<file path="src/rtl/lfsr_pkg.sv">
// Shared constants, checker state encoding and helpers for the 8-bit Galois LFSR family.
package lfsr_pkg;

  localparam int LFSR_LEN = 8;
  localparam logic [8:1] LFSR_TAP_DEFAULT = 8'b1010_0101;

  typedef enum logic [1:0] {
    HUNT   = 2'd0,
    VERIFY = 2'd1,
    LOCKED = 2'd2
  } chk_state_e;

  function automatic logic [3:0] popcount8(input logic [1:LFSR_LEN] v);
    logic [3:0] n;
    n = 4'd0;
    for (int i = 1; i <= LFSR_LEN; i++) begin
      n = n + {3'd0, v[i]};
    end
    return n;
  endfunction

endpackage

</file>
<file path="src/rtl/lfsr_next_state.sv">
// Combinational one-step advance of the Galois LFSR; shared by generator and checker.
module lfsr_next_state
  import lfsr_pkg::*;
(
  input  logic [1:LFSR_LEN] w_i,
  input  logic [LFSR_LEN:1] taps_i,
  output logic [1:LFSR_LEN] next_o
);

  // Bit 8 falls out of the register and feeds back into every tapped stage.
  always_comb begin
    next_o[1] = w_i[LFSR_LEN];
    for (int i = 2; i <= LFSR_LEN; i++) begin
      next_o[i] = taps_i[LFSR_LEN + 1 - i] ? (w_i[i-1] ^ w_i[LFSR_LEN]) : w_i[i-1];
    end
  end

endmodule

</file>
<file path="config.mk">
export PLATFORM = sky130hd
export DESIGN_NAME = lfsr_next_state
export DESIGN_NICKNAME = d
export VERILOG_FILES = /design/src/rtl/lfsr_pkg.sv /design/src/rtl/lfsr_next_state.sv
export SDC_FILE = /design/constraint.sdc
export NUM_CORES = 1
export LEC_CHECK = 0
export BUFFER_PORTS_ARGS = -buffer_cell sky130_fd_sc_hd__buf_2
export CAP_MARGIN = 20
export CORE_AREA = 2 2 39 41
export DETAILED_ROUTE_END_ITERATION = 8
export DIE_AREA = 0 0 41 43
export GPL_TIMING_DRIVEN = 0
export PLACE_DENSITY_LB_ADDON = 0.05
export SLEW_MARGIN = 20
export SYNTH_ARGS = -nofsm -noshare
export SYNTH_HDL_FRONTEND = slang
export SYNTH_SLANG_ARGS = --single-unit
</file>
<file path="constraint.sdc">
create_clock -name vclk -period 0.8
set_clock_uncertainty 0.2 [all_clocks]
set_input_delay 0.08 -clock vclk [all_inputs]
set_output_delay 0.08 -clock vclk [all_outputs]
set_load 0.01 [all_outputs]
</file>
## Yosys cells after proc, flatten, opt, wreduce, memory -nomap -nowiden

Cells that the tools add are included.

- Register bits: 0
- Output and inout port bits: 8

- Muxes and demuxes: 7
- Bitwise operators: 7

Operator list:

| operator | number |
|---|---|
| 2-to-1 mux 1 bit | 7 |
| bitwise XOR 1 bit | 7 |

## Depth between registers and ports, before layout

Gate-level depths: netlist of the first run.

- Depth after elaboration: 2
- Mapped depth: 2
- Gate-level depth less buffers: 2

## Worst setup path before layout of the first run

Ideal clock, no wire load.

- Path kind: input -> output
- From: in taps_i[7] (netlist bit)
- To: out next_o[2] (netlist bit)
- Data arrival time: 0.357 ns
- Required time: 0.520 ns
- Slack: 0.163 ns
- Cell stages on the path: 2
- Path through: nand2_1 -> xnor2_1

- Word-level cells in the longest chain between the ends: 1

Ends and longest elaborated chain:

| what | RTL line | text |
|---|---|---|
| start, declared | lfsr_next_state.sv:6 | `input logic [LFSR_LEN:1] taps_i,` |
| 2-to-1 mux 1 bit | lfsr_next_state.sv:14 | `next_o[i] = taps_i[LFSR_LEN + 1 - i] ? (w_i[i-1] ^ w_i[LFSR_LEN]) : w_i[i-1];` |
| end, declared | lfsr_next_state.sv:7 | `output logic [1:LFSR_LEN] next_o` |

Every way passes these cells.

## Worst setup path in the final report of the first run

- From: in w_i[8] (netlist bit)
- To: out next_o[7] (netlist bit)

- Word-level cells in the longest chain between the ends: 2

Ends and longest elaborated chain:

| what | RTL line | text |
|---|---|---|
| start, declared | lfsr_next_state.sv:5 | `input logic [1:LFSR_LEN] w_i,` |
| bitwise XOR 1 bit | lfsr_next_state.sv:14 |  |
| 2-to-1 mux 1 bit | lfsr_next_state.sv:14 |  |

Every way passes these cells.

==> results of run 1 <==
==> area by class of cell <==
cell class	count	area, sq um	area share, %
well taps	16	20.0	6.90
multi-input cells	14	133	45.7
repair buffers	23	130	44.8
plain buffers	1	7.51	2.59
==> placed cells by master, fill, tap and decap left out <==
cell type | Yosys | final
buf_12 | 0 | 1
buf_2 | 0 | 22
buf_4 | 1 | 1
nand2_1 | 7 | 2
nand2_2 | 0 | 3
nand2_4 | 0 | 2
xnor2_1 | 7 | 4
xnor2_2 | 0 | 3
==> critical path: stages <==
cell     delay [ns]
buf_12         0.10
nand2_2        0.06
xnor2_2        0.13
buf_2          0.14
==> power by group through the flow <==
stage,Combinational (mW),Clock [mW],Sequential [mW]
floorplan,0.0674,0,0
global placement,0.146,0,0
detailed placement,0.148,0,0
CTS,0.154,0,0
global route,0.200,0,0
finish,0.180,0,0
==> metal layers <==
metal / up-vias / GRT usage, % / routed length [microns]
met3: 0 / 0.524 / 53
met4: 0 / 0 / 0
met1: 68 / 5.06 / 109
li1: 91 / - / -
met2: 11 / 9.06 / 192
met5: - / 0 / 0
==> stage by stage <==
step	hold slack (ns)	power, mW	std cells	setup TNS, ns
2_1_floorplan	0.0477	0.0674	15	0
3_3_place_gp	0.226	0.146	54	-0.571
3_5_place_dp	0.230	0.148	54	-0.627
4_1_cts	0.228	0.154	54	0
5_1_grt	0.243	0.200	54	-0.214
6_report	0.217	0.180	54	0
==> kinds of logic after synthesis <==
group / after synthesis / share of synthesized area [%]
xor gates and xnor gates: 7 / 64.5
and+or+nand+nor: 7 / 27.6
buffers and inverters: 1 / 7.90
==> what timing repair did <==
action,4_1_cts,5_1_grt
gates cloned,0,0
endpoints found under the setup margin,7,7
resized for setup,4,10
pin swaps,1,5
==> worst paths after layout <==
path	start	endpoint	slack, ns	cells past startpoint
max	w_i[8]	next_o[7]	0.005	4
min	w_i[2]	next_o[3]	0.22	3
==> impl_metrics.toml, run 1 <==
[floorplanning]
die_area_sq_um = 1760
rows = 14
fp.dieH_microns = 43
die_x_microns = 41
num_io_pins = 24
core_area_sq_um = 1380
initial_core_util_pct = 6.87

[grt]
grt-ovfl-total = 0
first_global_vias = 148
grt_first_pass_wirelength_microns = 621
antenna_found_initial = 0
grt_max_degree = 9
track_usage_pct = 4.60

[power_and_ir_drop]
p_int_mw = 0.103
clkPwrFrac_pct = 0
p_seq_share_pct = 0
p_sw_share_pct = 42.9
p_per_area_nw_per_um2 = 620
worst_ir_drop_vdd_mv = 0.140
p_comb_share_pct = 100.0
p_leak_nw = 0.161
p_switching_mw = 0.0772

[cells_and_area]
nets = 56
n_clock_buffer = 0
seqCellArea_sq_um = 0
postLayoutCoreUtil_pct = 21.0
diodes = 0
layout-drive-gt1-share_pct = 84.2
design_area_sq_um = 290
area.growth.synth_to_final_pct = 205
nFlopsAndLatches = 0
fill_cells = 165

[critical_path]
path_max_fanout = 8
startpoint_type = "primary input"
critPathKind = "in -> out"
worstPathRequired_ns = 0.52
worstPathArrival_ns = 0.52
end_kind = "primary output"

[placed_design]
gp_congestion = 0.444
pre_cts_ws_ns = -0.100
place.port_buffers = 23
placed_area_sq_um = 230

[logic_synthesis]
yosys-top-cells-count = "nand2_1, xnor2_1, buf_4"
syn-cell-area_sq_um = 95.1
yosysUniqueCellTypes = 3
synth-warning-count = 0
yosysTopAreaCell = "xnor2_1"
seq_area_frac_synth_pct = 0
synth_area_leaders = "xnor2_1, nand2_1, buf_4"
synthCells = 15
yosysTopAreaCellShare_pct = 64.5
syn_nets = 31
syn_area_per_cell_sq_um = 6.34

[job]
cap_violations = 0

[drt]
vias_per_cell = 3.15
first_pass_iters = 1
drt-total-wl_microns = 355
ant_nets = 0
drc = 0
drtIter0Drc = 0
routedWlPerCell_microns = 6.57
vias = 170

[sta]
report.final.hold_viol_count = 0
min_period_ns = 0.795
slew_viol_final = 0
setup_viol = 0
max-slew-margin-rel_pct = 92.9
setup_slack_ns = 0.00495
fin_crit_sh_pct = 99.4
tightestPinTransition_ns = 0.106
rsz0062_at_grt = "true"
fmax_ghz = 1.26

[clocking]
cts_hold_buf = 0
post-cts-setup-buffer-count = 0

[run_status]
status = "finished, final reports clean"

[min_path]
hold_class = "in -> out"
Power figures use the tool's default switching activity.
==> run 2: changes to the inputs <==
--- a/config.mk
+++ b/config.mk
@@ -5,8 +5,10 @@
 export SDC_FILE = /design/constraint.sdc
 export NUM_CORES = 1
 export LEC_CHECK = 0
-export BUFFER_PORTS_ARGS = -buffer_cell sky130_fd_sc_hd__buf_2
+export BUFFER_PORTS_ARGS = -buffer_cell sky130_fd_sc_hd__clkbuf_2
 export CAP_MARGIN = 20
+export CELL_PAD_IN_SITES_DETAIL_PLACEMENT = 1
+export CELL_PAD_IN_SITES_GLOBAL_PLACEMENT = 1
 export CORE_AREA = 2 2 39 41
 export DETAILED_ROUTE_END_ITERATION = 8
 export DIE_AREA = 0 0 41 43
==> run 2 against run 1 <==
Effect of this change: the run now ends with negative setup slack left; sequential share of layout area unchanged; die area unchanged; largest cell class unchanged; final area up 1.7%; first-iteration DRC count up 3; via count up 9.4%; highest routed layer unchanged; cell count unchanged; combinational power about the same; sequential cell count unchanged; critical endpoint unchanged; total power up 1.1%; clock-buffer cell count unchanged; utilization up 0.36 points; non-clock buffer count unchanged.
==> impl_metrics.toml, run 2 (synthesis gave the netlist of run 1 again) <==
[drt]
drt-total-wl_microns = 401
drtIter0Drc = 3
routedWlPerCell_microns = 7.43
drc = 0
vias = 186
wl_met1_microns = 125
wl_met3_microns = 55
vias_per_cell = 3.44
ant_nets = 0
top_layer_used = "met3"
wl_met2_microns = 220
first_pass_iters = 2

[floorplanning]
initial_core_util_pct = 6.87
num_io_pins = 24
fp.dieH_microns = 43
die_area_sq_um = 1760
rows = 14
die_x_microns = 41
core_area_sq_um = 1380

[sta]
max-slew-margin-rel_pct = 92.6
tightestPinTransition_ns = 0.110
report.final.hold_viol_count = 0
worst_hold_slack_ns = 0.223
slew_viol_final = 0
min_period_ns = 0.821
setup_viol = 7
setup_slack_ns = -0.0214
rsz0062_at_grt = "true"
fin_crit_sh_pct = 103
setup_tns_ns = -0.102
fmax_ghz = 1.22

[cells_and_area]
multi_input_area_sq_um = 133
area.growth.synth_to_final_pct = 211
layout-drive-gt1-share_pct = 84.2
nFlopsAndLatches = 0
instances_no_fill = 54
n_clock_buffer = 0
nets = 56
fill_cells = 176
diodes = 0
seqCellArea_sq_um = 0
layout_common_cells = "clkbuf_2, buf_2, xnor2_1, xnor2_2, nand2_2"
layout_commonest_cell = "clkbuf_2"

[critical_path]
startpoint_type = "primary input"
end_kind = "primary output"
critPathCapture = "next_o[7]"
path_max_fanout = 8
crit_start = "w_i[8]"
worstPathRequired_ns = 0.52
worstPathArrival_ns = 0.54
critPathKind = "in -> out"

[job]
cap_violations = 0

[placed_design]
place.port_buffers = 23
gp_congestion = 0.474
dpl.cell_count = 54

[power_and_ir_drop]
p_leak_nw = 0.168
worst_ir_drop_vdd_mv = 0.0981
p_per_area_nw_per_um2 = 616
totalPowerFinal_mw = 0.182

[min_path]
holdPathStages = 3
hold_class = "in -> out"

[grt]
grt-ovfl-total = 0
track_usage_pct = 4.10
antenna_found_initial = 0
grt_first_pass_wirelength_microns = 558
grt_max_degree = 9
first_global_vias = 162

[clocking]
post-cts-setup-buffer-count = 0
cts_hold_buf = 0

[run_status]
status = "finished, violations left"
violations = "negative setup slack"
## run 2: cell count changes in the layout (fill, tap and decap cells not counted), sizes merged
cell and change:
buf -16, clkbuf +16
## run 2: how the worst min path moves through the flow
stage	from	end
6_report	w_i[5]	next_o[6]
5_1_grt	w_i[5]	next_o[6]
4_1_cts	w_i[2]	next_o[3]
3_5_place_dp	w_i[1]	next_o[2]
3_3_place_gp	w_i[3]	next_o[4]
2_1_floorplan	w_i[1]	next_o[2]
## run 2: routing by layer
metal	global-route usage, %	up-vias
met3	0	0
met4	0	0
met1	3.48	83
met5	0	-
li1	-	90
met2	9.38	13
## run 2: where the power goes
part | leakage [nW] | switching [mW] | internal (mW)
Clock | 0 | 0 | 0
Sequential | 0 | 0 | 0
Combinational | 0.168 | 0.0781 | 0.104
Total | 0.168 | 0.0781 | 0.104
## run 2: repair_timing
item                                    in CTS  in global routing
pin swaps                                    1                  4
cloned                                       0                  0
resized for setup                            5                 15
endpoints found under the setup margin       8                  7
## run 2: worst max-delay path, stage by stage
cell and delay [ns]:
clkbuf_16 0.14, nand2_1 0.07, xnor2_1 0.10, buf_2 0.14
## run 2: area by class of cell
type	count	share of cell area, %
Timing Repair Buffer	23	45.8
Multi-Input combinational cell	14	44.9
Tap cell	16	6.78
Buffer	1	2.54
## run 2: through the flow
step                setup slack, ns  utilization (%)  instance area, sq um
global placement             -0.106             16.6                   230
finish                      -0.0214             21.3                   295
floorplan                     0.163                -                  95.1
CTS                         -0.0355             18.4                   255
detailed placement           -0.140             16.6                   230
global route                -0.0606             21.3                   295
